--- src/rtl/peach_pkg.sv ---
// Shared definitions for the peach core front end: fetch FSM states, NOP and RV32I opcodes.
package peach_pkg;

  typedef enum logic [1:0] {
    ST_BOOT = 2'd0,
    ST_IDLE = 2'd1,
    ST_READ = 2'd2,
    ST_HOLD = 2'd3
  } state_e;

  // addi x0, x0, 0 -- returned in place of data on a faulting fetch
  localparam logic [31:0] NOP_INSTR = 32'h0000_0013;

  localparam logic [6:0] OPC_LUI    = 7'b0110111;
  localparam logic [6:0] OPC_AUIPC  = 7'b0010111;
  localparam logic [6:0] OPC_JAL    = 7'b1101111;
  localparam logic [6:0] OPC_JALR   = 7'b1100111;
  localparam logic [6:0] OPC_BRANCH = 7'b1100011;
  localparam logic [6:0] OPC_LOAD   = 7'b0000011;
  localparam logic [6:0] OPC_STORE  = 7'b0100011;
  localparam logic [6:0] OPC_OP_IMM = 7'b0010011;
  localparam logic [6:0] OPC_OP     = 7'b0110011;
  localparam logic [6:0] OPC_SYSTEM = 7'b1110011;

endpackage

--- src/rtl/peach_boot_fetch.sv ---
// Copies ROM into instruction RAM after reset, then serves single outstanding
// instruction fetches from that RAM with a two-cycle request-to-valid latency.
module peach_boot_fetch
  import peach_pkg::*;
#(
  parameter int ROM_WORDS = 4096,
  parameter int MEM_AW    = 12
) (
  input  logic              clk,
  input  logic              reset,
  output logic [31:0]       rom_addr,
  input  logic [31:0]       rom_data,
  output logic              mem_we,
  output logic [MEM_AW-1:0] mem_addr,
  output logic [31:0]       mem_wdata,
  input  logic [31:0]       mem_rdata,
  output logic              boot_done,
  input  logic              fetch_req,
  input  logic [31:0]       fetch_pc,
  output logic              fetch_ready,
  output logic              instr_valid,
  output logic [31:0]       instr,
  output logic [31:0]       instr_pc,
  output logic              fetch_fault,
  input  logic              instr_ack,
  input  logic              flush
);

  if (MEM_AW < 1 || MEM_AW > 30 || ROM_WORDS < 1 || ROM_WORDS > (2 ** MEM_AW)) begin : g_param_check
    $error("peach_boot_fetch: need 1 <= MEM_AW <= 30 and 1 <= ROM_WORDS <= 2**MEM_AW");
  end

  state_e              r_state;
  state_e              w_next;
  logic [MEM_AW-1:0]   r_idx;
  logic [31:0]         r_instr;
  logic [31:0]         r_instr_pc;
  logic                r_fault;
  logic                w_last;
  logic                w_accept;
  logic                w_bad_pc;

  // Misaligned, or word index beyond the RAM (upper index bits nonzero)
  assign w_bad_pc    = (fetch_pc[1:0] != 2'b00) || ((fetch_pc[31:2] >> MEM_AW) != 30'd0);
  assign w_last      = (r_idx == MEM_AW'(ROM_WORDS - 1));
  assign fetch_ready = (r_state == ST_IDLE) && !flush;
  assign w_accept    = fetch_ready && fetch_req;

  assign instr_valid = (r_state == ST_HOLD);
  assign instr       = r_instr;
  assign instr_pc    = r_instr_pc;
  assign fetch_fault = r_fault;

  always_comb begin
    w_next    = r_state;
    mem_we    = 1'b0;
    mem_addr  = r_instr_pc[MEM_AW+1:2];
    mem_wdata = 32'd0;
    rom_addr  = {30'(r_idx), 2'b00};
    boot_done = 1'b1;
    case (r_state)
      ST_BOOT: begin
        mem_we    = 1'b1;
        mem_addr  = r_idx;
        mem_wdata = rom_data;
        boot_done = 1'b0;
        if (w_last) w_next = ST_IDLE;
      end
      ST_IDLE: begin
        // Address goes out in the accept cycle so RAM data lands during READ
        mem_addr = fetch_pc[MEM_AW+1:2];
        if (w_accept) w_next = ST_READ;
      end
      ST_READ: w_next = flush ? ST_IDLE : ST_HOLD;
      ST_HOLD: if (flush || instr_ack) w_next = ST_IDLE;
      default: w_next = ST_BOOT;
    endcase
  end

  always_ff @(posedge clk or negedge reset) begin
    if (!reset) begin
      r_state <= ST_BOOT;
      r_idx   <= '0;
    end else begin
      r_state <= w_next;
      if (r_state == ST_BOOT && !w_last) r_idx <= r_idx + 1'b1;
    end
  end

  always_ff @(posedge clk or negedge reset) begin
    if (!reset) begin
      r_instr    <= 32'd0;
      r_instr_pc <= 32'd0;
      r_fault    <= 1'b0;
    end else begin
      if (w_accept) begin
        r_instr_pc <= fetch_pc;
        r_fault    <= w_bad_pc;
      end
      // A flush during READ drops the RAM word on the floor
      if (r_state == ST_READ && !flush) r_instr <= r_fault ? NOP_INSTR : mem_rdata;
    end
  end

endmodule

--- config.mk ---
export PLATFORM = sky130hd
export DESIGN_NAME = peach_boot_fetch
export DESIGN_NICKNAME = d
export VERILOG_FILES = /design/src/rtl/peach_pkg.sv /design/src/rtl/peach_boot_fetch.sv
export SDC_FILE = /design/constraint.sdc
export NUM_CORES = 1
export LEC_CHECK = 0
export ABC_AREA = 1
export CAP_MARGIN = 10
export CORE_MARGIN = 1
export CORE_UTILIZATION = 34
export CTS_CLUSTER_DIAMETER = 80
export DETAILED_ROUTE_END_ITERATION = 10
export PLACE_DENSITY = 0.81
export RECOVER_POWER = 50
export SYNTH_ARGS = -nofsm -noshare
export SYNTH_HDL_FRONTEND = slang
export SYNTH_SLANG_ARGS = --single-unit
--- constraint.sdc ---
create_clock -name clk -period 1.7 [get_ports clk]
set_clock_uncertainty 0.15 [all_clocks]
set_input_delay 0.17 -clock clk [delete_from_list [all_inputs] [get_ports clk]]
set_output_delay 0.17 -clock clk [all_outputs]
set_load 0.02 [all_outputs]
* After elaboration in Yosys (flattened, before gate mapping) *
Cells that the tools add are included.

storage, ports and cells
  register bits = 79
  input bits = 101
  output and inout bits = 145
  logic and storage cells = 35

operators by class
  add/sub/neg operators = 1
  equality and inequality tests = 7
  multiplexer cells = 10
  reductions and logical operators = 12

operator list
  kind                                           number
  2-to-1 mux 32 bit                              2
  nonzero test 30 bit                            1
  one-hot mux 12 bit (2 select lines)            1
  adder 12 x 1 -> 12 bit, second input constant  1
  == test 12 bit, second input constant          1
  2-to-1 mux 2 bit                               4
  one-hot mux 2 bit (4 select lines)             1
  == test 2 bit, second input constant           2
  logical AND 1 bit                              4
  != test 2 bit, second input constant           2
  AND reduction 3 bit                            1
  == test 2 x 1 -> 1 bit, second input constant  1
  logical NOT 1 bit                              2
  logical NOT 2 bit                              1
  logical OR 1 bit                               2
  2-to-1 mux 1 bit                               2
  != test 2 x 1 -> 1 bit, second input constant  1
  nonzero test 2 bit                             1

* Logic depth before layout (Yosys ltp) *
  depth after elaboration = 5
  mapped depth = 8
  mapped depth without buffers = 8

* Least setup slack after synthesis *
OpenSTA, ideal clock, no wires.

  path kind = flip-flop to output port
  start point = reg r_state[0]
  end point = out mem_addr[3]
  data arrival time = 1.620 ns
  required time = 1.380 ns
  path slack = -0.240 ns
  stages on the path, launching flop included = 7
  path buffers = 2
  path through = dfrtp_1 inv_1 ha_1 buf_4 clkbuf_1 a22oi_1 o21ai_0

on the way
  longest elaborated chain between the ends = 2
  elaborated cells on any way between the ends = 3
  those cells by class = eq/ne (1); mux (1); reduce/logical (1)

RTL lines
  what                                                         RTL line                text
  from (decl)                                                  peach_boot_fetch.sv:33  state_e r_state;
  from (signal assigned)                                       peach_boot_fetch.sv:85  r_state <= w_next;
  == test 2 x 1 -> 1 bit or logical NOT 2 bit (tied branches)  peach_boot_fetch.sv:61  case (r_state)
  one-hot mux 12 bit (2 select lines) (*)                      peach_boot_fetch.sv:61
  to (decl)                                                    peach_boot_fetch.sv:14  output logic [MEM_AW-1:0] mem_addr,

Every way passes the cells marked *; elsewhere a longest branch is shown, timed or not.

* Worst setup path after layout *
  start point = reg r_state[0]
  end point = out mem_addr[11]

The elaborated chain is that of the path after synthesis.

==> results by group <==
Routing
  – First-pass DRT Iterations: 8
  – Initial drt markers: about 270
  – Total wire length: 14,800 µm
  – Drt drc: 40
  – Vias/cell: between 4 and 5
  – Drt wl/cell: approximately 16 µm
  – Via count: about 4,400
  – Post-DRT Antenna Nets: 0

Synth
  – FFs w/ async S/R, synth: 1.00
  – Post-synthesis sequential area ratio: 0.487
  – Ys flop type: dfrtp_1
  – Yosys reg bits: ~80
  – Distinct cell type count after synthesis: 25
  – Synthesized instance count: slightly above 500
  – Post-Syn Area: ~0.004 mm²
  – Mean area per synthesized cell: 7.87 µm²
  – Ys Warns: 0
  – Post-synth EDFFs: 0

Timing
  – Fin. Hold Viols: 0
  – Slew @ Worst Pin: roughly 0.65 ns
  – Setup ws final: -0.250 ns
  – Sum Neg Setup Slack: -8.91 ns
  – Slew Limit Fails: 0
  – Minimum hold slack: between 0.2 and 0.25 ns
  – RSZ-0062 raised after global routing: true
  – Worst slew margin relative to its limit: 0.566
  – Peak Freq: ~500 MHz
  – Crit path time final: 1.95 ns
  – Final setup fails: 51
  – Part of the cycle the worst path needs: 1.15

Global routing
  – Vias in the first global route: 4,445
  – Initial antenna violation count: 0
  – Total grt overflow: 0
  – All-Layer GR Usage: 0.219
  – Largest net degree at the start of global routing: between 60 and 70
  – First-pass GRT wire length: approximately 22,000 µm

Die
  – IO Count: about 250
  – Die X: about 110 µm
  – Die ar.: roughly 0.012 mm²
  – Die Y-Extent: between 100 and 150 µm
  – Initial Util: 0.352
  – Row cnt: 39
  – Core area: about 0.012 mm²

Critical path
  – Cell family with most CP delay: flip-flops
  – CP max FO: 6
  – Reg-to-reg setup timing slack: -0.04 ns
  – Crit path max-delay cell type: dfrtp_1
  – Required time of the critical path: roughly 1.4 ns
  – Worst path buffer plus inverter count: 3
  – Crit Path Category: flip-flop to output pin
  – CP max stage delay: between 0.4 and 0.5 ns
  – Nature of the critical path endpoint: output pin
  – Critical path cell sequence: inv_2 > ha_4 > nor2_4 > buf_6 > a22oi_2 > o21ai_1 > buf_4
  – Type of origin of the critical path: flip-flop
  – Critical Path AT: ~1.6 ns

Cells and area
  – N_diodes: 0
  – Final net count: between 800 and 900
  – Area Growth Syn to Fin: 89.5%
  – Filler instances: a little under 900
  – Share of cells above drive strength 1: 0.292

Pwr
  – Peak supply drop: between 0.0003 and 0.0004 V
  – Leakage: ~3.7 nW
  – PwrDens: around 570 mW/mm²

Run status
  – Status: finished, violations left
  – Failing checks: DRC, setup timing

Clock tree
  – Clk sink count: 79
  – CTS tree: yes
  – Root Driver: clkbuf_16
  – CTS buffer count: 9
  – Max Root-Sink Buffers: 2
  – Reg clk slew, reported paths: ~0.06 ns
  – H-Tree Depth: 3
  – Worst skew pair latency: ~0.33 ns

Min path
  – Hold crit path type: primary input to flip-flop

Place
  – HPWL Detailed: about 9800 µm
  – GP Congestion: just over 0.9
  – Port Buf Inserts: between 200 and 250

Run
  – # Max-Cap Violations: 0
-- registers in the layout, indices dropped and copies added (netlist names) --
name,cells
fetch_fault,1
instr,32
instr_pc,32
r_idx,12
r_state,2
-- power by group --
group | switching (mW) | internal [mW] | total (mW)
sequential | 0 | 1.88 | 1.88
combinational | 0.261 | 0.323 | 0.584
clock | 0.771 | 1.13 | 1.90
-- stage by stage --
stage	util	total power, mW	setup slack (ns)	instances	area [µm²]
5_1_grt	0.668	4.51	-0.317	928	7690
6_report	0.668	4.36	-0.250	928	7690
2_1_floorplan	-	2.09	-0.0170	535	4160
3_5_place_dp	0.577	2.43	-0.402	892	6640
4_1_cts	0.628	4.34	-0.256	919	7240
3_3_place_gp	0.577	2.42	-0.359	892	6640
-- layout by cell type (no fill, tap or decap), types with 9 or more instances in the layout --
master and count:
buf_6 44, nand2_4 30, clkbuf_16 14, buf_4 30
inv_2 32, nand2_1 144, clkdlybuf4s50_1 156, conb_1 20
inv_1 34, a22oi_2 13, dfrtp_1 76, o21ai_1 36
nand3_1 9, dlygate4sd2_1 13, o21ai_0 23, nor2_1 21
-- worst paths after layout --
check	from	endpoint	cells past startpoint
worst min-delay path	mem_rdata[7]	instr[7]	3
worst min register to register	instr[1]	instr[1]	2
worst max-delay path	r_state[0]	mem_addr[11]	7
worst max register to register	r_state[1]	r_state[0]	9
max in group asynchronous	reset	r_idx[7]	3
min in group asynchronous	reset	instr[7]	2
-- cells by family (layout without fill, tap and decap cells) --
group,Yosys count,in the layout,share of synthesized area
compound gates,82,82,0.110
xor+xnor,7,7,0.0151
fa+ha+maj,5,5,0.0154
buf+inv,114,363,0.131
flops,79,79,0.487
mux,9,9,0.0250
other cells,1,20,0.000924
simple gates,219,220,0.216
-- metal layers --
layer  GRT usage  share of wire  up-vias  wire (µm)
li1            -              -     2096          -
met1       0.235           0.39     2069       5750
met2       0.407           0.51      189       7640
met3      0.0563          0.075       31       1110
met4      0.0883          0.023        0        337
met5           0              0        -          0
-- Yosys cell counts (2+ instances only) --
library cell	number	area, µm²
xor2_1	4	35.0
inv_2	2	7.51
nor2_1	24	90.1
clkbuf_1	13	48.8
ha_1	5	62.6
a22oi_1	13	97.6
buf_2	10	50.1
nand3_2	2	20.0
o21ai_0	67	335
nand4_1	4	25.0
xnor2_1	3	26.3
mux2_2	9	101
nand2_1	175	657
nand3_1	10	50.1
buf_4	21	158
dfrtp_1	79	1980
inv_1	67	251
-- area by class of cell --
class,instances,area (µm²),share of cell area
multi-input cells,343,2060,0.268
flip-flops and latches,79,1980,0.257
repair buffers,278,2910,0.378
clock inverters,7,63.8,0.00830
clock buffers,9,225,0.0293
well taps,143,179,0.0233
inverters,69,272,0.0353
-- repair_timing --
| action | 4_1_cts | 5_1_grt |
|---|---|---|
| gates cloned | 3 | 9 |
| buffers inserted | 7 | 1 |
| gates resized for setup | 347 | 136 |
| setup endpoints to repair | 79 | 131 |
| endpoints found under the hold margin | 79 | 0 |
| hold buffers | 1 | 0 |
| pin swaps | 4 | 37 |
-- tightest hold or removal path: stages --
cell and delay [ns]:
clkdlybuf4s50_1 0.39, nand2_1 0.06, o21ai_1 0.05
Note: power is estimated with default switching activity, not from simulation.
